File: src/rtl/acc_result_writer_pkg.sv
// ============================================================================
// Module : acc_result_writer_pkg
// Brief  : Shared types and widths for the accelerator result writer.
// Rev    : 1.0 - initial release
// ============================================================================
`default_nettype none

package acc_result_writer_pkg;

    localparam int REG_AW = 5;   // register-file address width
    localparam int POS_W  = 4;   // pos tag width
    localparam int CNT_W  = 3;   // packet word-count width

    typedef enum logic [1:0] {
        IDLE  = 2'd0,
        WRITE = 2'd1,
        DONE  = 2'd2
    } state_e;

    // Register address of word idx of a packet starting at base; wraps mod 32.
    function automatic logic [REG_AW-1:0] wrap_addr(
        input logic [REG_AW-1:0] base,
        input logic [CNT_W-1:0]  idx
    );
        return base + {{(REG_AW-CNT_W){1'b0}}, idx};
    endfunction

endpackage

`default_nettype wire

File: src/rtl/acc_range_check.sv
// ============================================================================
// Module : acc_range_check
// Brief  : Combinational test whether addr lies in base+first .. base+count-1
//          (register addresses wrap modulo 32).
// Rev    : 1.0 - initial release
// ============================================================================
`default_nettype none

module acc_range_check
    import acc_result_writer_pkg::*;
(
    input  logic [REG_AW-1:0] addr_i,
    input  logic [REG_AW-1:0] base_i,
    input  logic [CNT_W-1:0]  first_i,
    input  logic [CNT_W-1:0]  count_i,
    output logic              hit_o
);

    logic [REG_AW-1:0] w_offset;

    // Distance from the packet base, taken modulo 32 so wrapped ranges work.
    assign w_offset = addr_i - base_i;

    assign hit_o = ({{(REG_AW-CNT_W){1'b0}}, first_i} <= w_offset) &&
                   (w_offset < {{(REG_AW-CNT_W){1'b0}}, count_i});

endmodule

`default_nettype wire

File: src/rtl/acc_result_writer.sv
// ============================================================================
// Module : acc_result_writer
// Brief  : Writes accelerator result packets into the register file one word
//          per cycle, yielding to CPU writeback. Optional hazard detection is
//          enabled by defining ACC_HAZARD_EN.
// Rev    : 1.0 - initial release
// ============================================================================
`default_nettype none

module acc_result_writer
    import acc_result_writer_pkg::*;
#(
    parameter int WORDS = 4,
    parameter int DW    = 32
) (
    input  logic                   clk_i,
    input  logic                   reset,
    input  logic                   cpu_we_i,
    input  logic [4:0]             cpu_addr_i,
    input  logic [DW-1:0]          cpu_data_i,
    input  logic [3:0]             cpu_pos_i,
    input  logic                   res_valid_i,
    output logic                   res_ready_o,
    input  logic [4:0]             res_addr_i,
    input  logic [2:0]             res_count_i,
    input  logic [WORDS*DW-1:0]    res_data_i,
    input  logic [WORDS*4-1:0]     res_pos_i,
    input  logic [4:0]             chk_rs_i,
    input  logic [4:0]             chk_rt_i,
    output logic                   RegWrite_o,
    output logic [4:0]             RDaddr_o,
    output logic [DW-1:0]          RDdata_o,
    output logic [3:0]             is_pos_o,
    output logic                   busy_o,
    output logic                   done_o,
    output logic                   hazard_o
);

    localparam logic [CNT_W-1:0] WORDS_C = CNT_W'(WORDS);

    state_e                  state_q, state_d;
    logic [CNT_W-1:0]        k_q, k_d;
    logic [REG_AW-1:0]       base_q, base_d;
    logic [CNT_W-1:0]        count_q, count_d;
    logic [WORDS*DW-1:0]     data_q, data_d;
    logic [WORDS*POS_W-1:0]  pos_q, pos_d;

    logic [CNT_W-1:0]        w_count_clamped;
    logic [DW-1:0]           w_word;
    logic [POS_W-1:0]        w_pos;
    logic                    w_rs_hit;
    logic                    w_rt_hit;

    assign w_count_clamped = (res_count_i > WORDS_C) ? WORDS_C : res_count_i;

    always_comb begin
        w_word = '0;
        w_pos  = '0;
        for (int i = 0; i < WORDS; i++) begin
            if (k_q == CNT_W'(i)) begin
                w_word = data_q[DW*i +: DW];
                w_pos  = pos_q[POS_W*i +: POS_W];
            end
        end
    end

    always_ff @(posedge clk_i or posedge reset) begin
        if (reset) begin
            state_q <= IDLE;
            k_q     <= '0;
            base_q  <= '0;
            count_q <= '0;
            data_q  <= '0;
            pos_q   <= '0;
        end else begin
            state_q <= state_d;
            k_q     <= k_d;
            base_q  <= base_d;
            count_q <= count_d;
            data_q  <= data_d;
            pos_q   <= pos_d;
        end
    end

    always_comb begin
        state_d     = state_q;
        k_d         = k_q;
        base_d      = base_q;
        count_d     = count_q;
        data_d      = data_q;
        pos_d       = pos_q;
        res_ready_o = 1'b0;
        busy_o      = 1'b0;
        done_o      = 1'b0;
        RegWrite_o  = cpu_we_i;
        RDaddr_o    = cpu_addr_i;
        RDdata_o    = cpu_data_i;
        is_pos_o    = cpu_pos_i;

        case (state_q)
            IDLE: begin
                res_ready_o = 1'b1;
                if (res_valid_i) begin
                    base_d  = res_addr_i;
                    count_d = w_count_clamped;
                    data_d  = res_data_i;
                    pos_d   = res_pos_i;
                    k_d     = '0;
                    state_d = (w_count_clamped != '0) ? WRITE : DONE;
                end
            end
            WRITE: begin
                busy_o = 1'b1;
                // CPU writeback owns the port this cycle; the packet simply stalls.
                if (!cpu_we_i) begin
                    RegWrite_o = 1'b1;
                    RDaddr_o   = wrap_addr(base_q, k_q);
                    RDdata_o   = w_word;
                    is_pos_o   = w_pos;
                    if (k_q == count_q - CNT_W'(1)) begin
                        k_d     = '0;
                        state_d = DONE;
                    end else begin
                        k_d = k_q + CNT_W'(1);
                    end
                end
            end
            DONE: begin
                done_o  = 1'b1;
                state_d = IDLE;
            end
            default: begin
                state_d = IDLE;
            end
        endcase

        // Reset is asynchronous, so the write strobe must drop with it at once.
        if (reset) begin
            RegWrite_o = 1'b0;
        end
    end

    acc_range_check u_rs_check (
        .addr_i  (chk_rs_i),
        .base_i  (base_q),
        .first_i (k_q),
        .count_i (count_q),
        .hit_o   (w_rs_hit)
    );

    acc_range_check u_rt_check (
        .addr_i  (chk_rt_i),
        .base_i  (base_q),
        .first_i (k_q),
        .count_i (count_q),
        .hit_o   (w_rt_hit)
    );

`ifdef ACC_HAZARD_EN
    assign hazard_o = (state_q == WRITE) && (w_rs_hit || w_rt_hit);
`else
    logic w_unused_hits;
    assign w_unused_hits = w_rs_hit ^ w_rt_hit;
    assign hazard_o      = 1'b0;
`endif

endmodule

`default_nettype wire

File: config.mk
export PLATFORM = sky130hd
export DESIGN_NAME = acc_result_writer
export DESIGN_NICKNAME = d
export VERILOG_FILES = /design/src/rtl/acc_result_writer_pkg.sv /design/src/rtl/acc_range_check.sv /design/src/rtl/acc_result_writer.sv
export SDC_FILE = /design/constraint.sdc
export NUM_CORES = 1
export LEC_CHECK = 0
export ABC_AREA = 1
export BUFFER_PORTS_ARGS = -buffer_cell sky130_fd_sc_hd__clkbuf_2
export CAP_MARGIN = 10
export CORE_MARGIN = 2
export CORE_UTILIZATION = 47
export DETAILED_ROUTE_END_ITERATION = 7
export HOLD_SLACK_MARGIN = 0.02
export PLACE_DENSITY = 0.77
export RECOVER_POWER = 25
export REMOVE_ABC_BUFFERS = 1
export SYNTH_ARGS = -nofsm -noshare
export SYNTH_HDL_FRONTEND = slang
export SYNTH_SLANG_ARGS = --single-unit
File: constraint.sdc
create_clock -name clk_i -period 5.3 [get_ports clk_i]
set_clock_uncertainty 0.1 [all_clocks]
set_input_delay 1.06 -clock clk_i [delete_from_list [all_inputs] [get_ports clk_i]]
set_output_delay 1.06 -clock clk_i [all_outputs]
set_load 0.01 [all_outputs]
==> results.yml <==
timing:
  fmax_mhz: 235
  rsz0062_at_grt: "no"
  drv_slew: 0
  slew_headroom: 0.323
  finalSetupViolCount: 0
  finalHoldViolCount: 0
  tightestPinTransition_ns: 1.01
  final.setup.worst_slack_ns: 1.05
  finalCritPeriodShare: 0.802
  fin_crit_ns: 4.25
power_and_ir_drop:
  power.total_mw: 5.70
  power_density_nw_per_um2: 566
  cellLeakagePower_nw: 5.78
  ir_drop_mv: 0.349
floorplanning:
  die_h_um: 136
  core-area_um2: 17200
  die_w_um: 136
  row_count: 48
  dieArea_um2: 18500
  start_util: 0.478
  io_pins: 253
critical_path:
  endpoint_kind: "output port"
  required_ns: 4.14
  critical_path.cell_chain: "inv_1, ha_1, inv_2, nor2_4, buf_4, nand2_1, nand3_1, nand3_1, a21oi_1, clkbuf_2"
  ff2ff_setup_slack_ns: 2.66
  cp.arrival_ns: 3.09
  crit_type: "reg -> out"
  r2r-start: "state_q[1]"
  crit_path_start_kind: "flip-flop"
  reg2reg_to: "data_q[2]"
  max_stage_delay_ns: 0.49
  critPathMostFrequentCell: "nand3_1"
  slowest_stage: "nor2_4"
  path_max_fanout: 37
  r2r_cells: 6
clock_network:
  cts_repair_resize_count: 0
  cts_tree: "yes"
  cts_setup_buffers: 0
  clk_pin_slew_ns: 0.06
  clock_sinks: 157
  clk_latency_ns: 0.42
  htree_levels: 4
  numCtsBuffers: 17
  ctsHoldBuffers: 0
  root_buffer: "clkbuf_16"
  cts_buffer_depth: 2
placement:
  place_congestion: 0.846
  io_buffers: 241
  dpl.hpwl_um: 13700
  pre_cts_ws_ns: 1.47
synthesis:
  synth_edf_count: 0
  synth_warnings: 0
  synth_common_cells: "nand2_1 (508), dfrtp_1 (157), nand3_1 (116)"
  synth_cell_types: 30
  syn_area_um2: 8210
  netlist_instances: 1104
  netlist.area_leader.share: 0.479
  synth-main-ff-cell: "dfrtp_1"
  synthArstFlopShare: 1.00
  syn_area_per_cell_um2: 7.44
  ys_top_cells_by_area: "dfrtp_1 (48%), nand2_1 (23%), nand3_1 (7.1%)"
  synth-seq-cells: 157
  yosysMostFrequentCell: "nand2_1"
  synth_top_area_cell: "dfrtp_1"
  ys_seq_area_frac: 0.479
flow_run:
  maxCapViolations: 0
hold_path:
  hp-start: "data_q[92]"
  min_to: "data_q[92]"
  hp-class: "reg -> reg"
  hold_depth: 2
detailed_routing:
  vias_per_cell: 4.95
  totalWireLength_um: 21700
  ant_nets: 0
  dr.pass1.iters: 5
  drc: 0
  routedWlPerCell_um: 14.0
  vias: 7650
  drtIter0Drc: 434
final_layout:
  drive_above_1_share: 0.270
  antennaDiodeCount: 0
  area_growth_syn_to_layout_pct: 22.7
  nets: 1525
global_route:
  grt_pass1_vias: 7298
  grt_antenna_before_repair: 0
  grt_pass1_wl_um: 34600
  grt_remaining_overflow: 0
  grt_max_degree: 99
  grt_util_all_layers: 0.235
outcome:
  status: "finished clean"
==> report_power, final <==
group | internal, mW | total [mW] | switching [mW]
combinational | 0.867 | 2.35 | 1.49
clock | 0.785 | 1.30 | 0.513
sequential | 1.75 | 2.05 | 0.300
==> layout make-up <==
| class | instances | area, um2 |
|---|---|---|
| Clock buffer | 21 | 470 |
| Clock inverter | 11 | 156 |
| Fill cell | 1616 | 7100 |
| Inverter | 74 | 288 |
| Multi-Input combinational cell | 809 | 3670 |
| Sequential cell | 157 | 3930 |
| Tap cell | 225 | 282 |
| Timing Repair Buffer | 249 | 1280 |
==> layout by cell type (no fill, tap or decap), drive strengths merged <==
| cell | netlist | routed |
|---|---|---|
| ha | 9 | 9 |
| conb | 1 | 1 |
| nor2 | 13 | 13 |
| nand2 | 509 | 509 |
| dfrtp | 157 | 157 |
| o211ai | 1 | 1 |
| buf | 42 | 8 |
| nand3b | 1 | 1 |
| o31ai | 1 | 1 |
| fa | 1 | 1 |
| nand3 | 116 | 116 |
| clkinv | 1 | 1 |
| bufinv | 0 | 3 |
| a21oi | 74 | 74 |
| clkbuf | 22 | 262 |
| o21ai | 14 | 14 |
| or2 | 67 | 67 |
| o22ai | 2 | 2 |
| clkinvlp | 0 | 5 |
| inv | 73 | 76 |
==> cells by family (layout without fill, tap and decap cells) <==
| group | after synthesis | in the layout | synth area share |
|---|---|---|---|
| buffers and inverters | 138 | 355 | 0.0767 |
| DFF | 157 | 157 | 0.479 |
| AOI/OAI and AO/OA | 92 | 92 | 0.0622 |
| adders and majority gates | 10 | 10 | 0.0162 |
| and+or+nand+nor | 706 | 706 | 0.366 |
| other | 1 | 1 | 0.000457 |
==> sequential cells by signal (all words and copies together) (netlist names) <==
| signal | cells |
|---|---|
| data_q | 128 |
| pos_q | 16 |
| base_q | 5 |
| count_q | 3 |
| k_q | 3 |
| state_q | 2 |
==> worst max path at each step <==
| stage | start | end | cells after the start |
|---|---|---|---|
| after CTS | k_q[1] | RDdata_o[1] | 10 |
| final | k_q[1] | RDdata_o[1] | 10 |
| after global placement | k_q[1] | RDdata_o[0] | 10 |
| after detailed placement | k_q[1] | RDdata_o[1] | 10 |
| after floorplan | reset | base_q[0] | 1 |
| after global routing | k_q[1] | RDdata_o[1] | 10 |
==> per-layer routing <==
layer	wire length, um	global-route usage	vias up	part of all wire
met5	0	0	-	0
met4	401	0.0775	0	0.018
met3	1510	0.0485	35	0.069
met2	10300	0.391	264	0.47
met1	9500	0.307	3520	0.44
li1	-	-	3831	-
==> critical path: cells and delay by family, from the launching register on <==
family | cells | cell delay [ns]
AOI/OAI and AO/OA | 1 | 0.18
adders and majority gates | 1 | 0.18
buffers and inverters | 4 | 1.00
DFF | 1 | 0.46
and+or+nand+nor | 4 | 0.81
==> per-stage QoR <==
stage                      util  hold WS [ns]  TNS (ns)  cell area, um2  instances
after global placement    0.550         0.354         0            9450       1514
final                     0.587         0.373         0           10100       1546
after CTS                 0.587         0.374         0           10100       1546
after floorplan               -         0.341    -14.89            7860       1040
after detailed placement  0.550         0.357         0            9450       1514
after global routing      0.587         0.389         0           10100       1546
(Power assumes the default switching activity.)
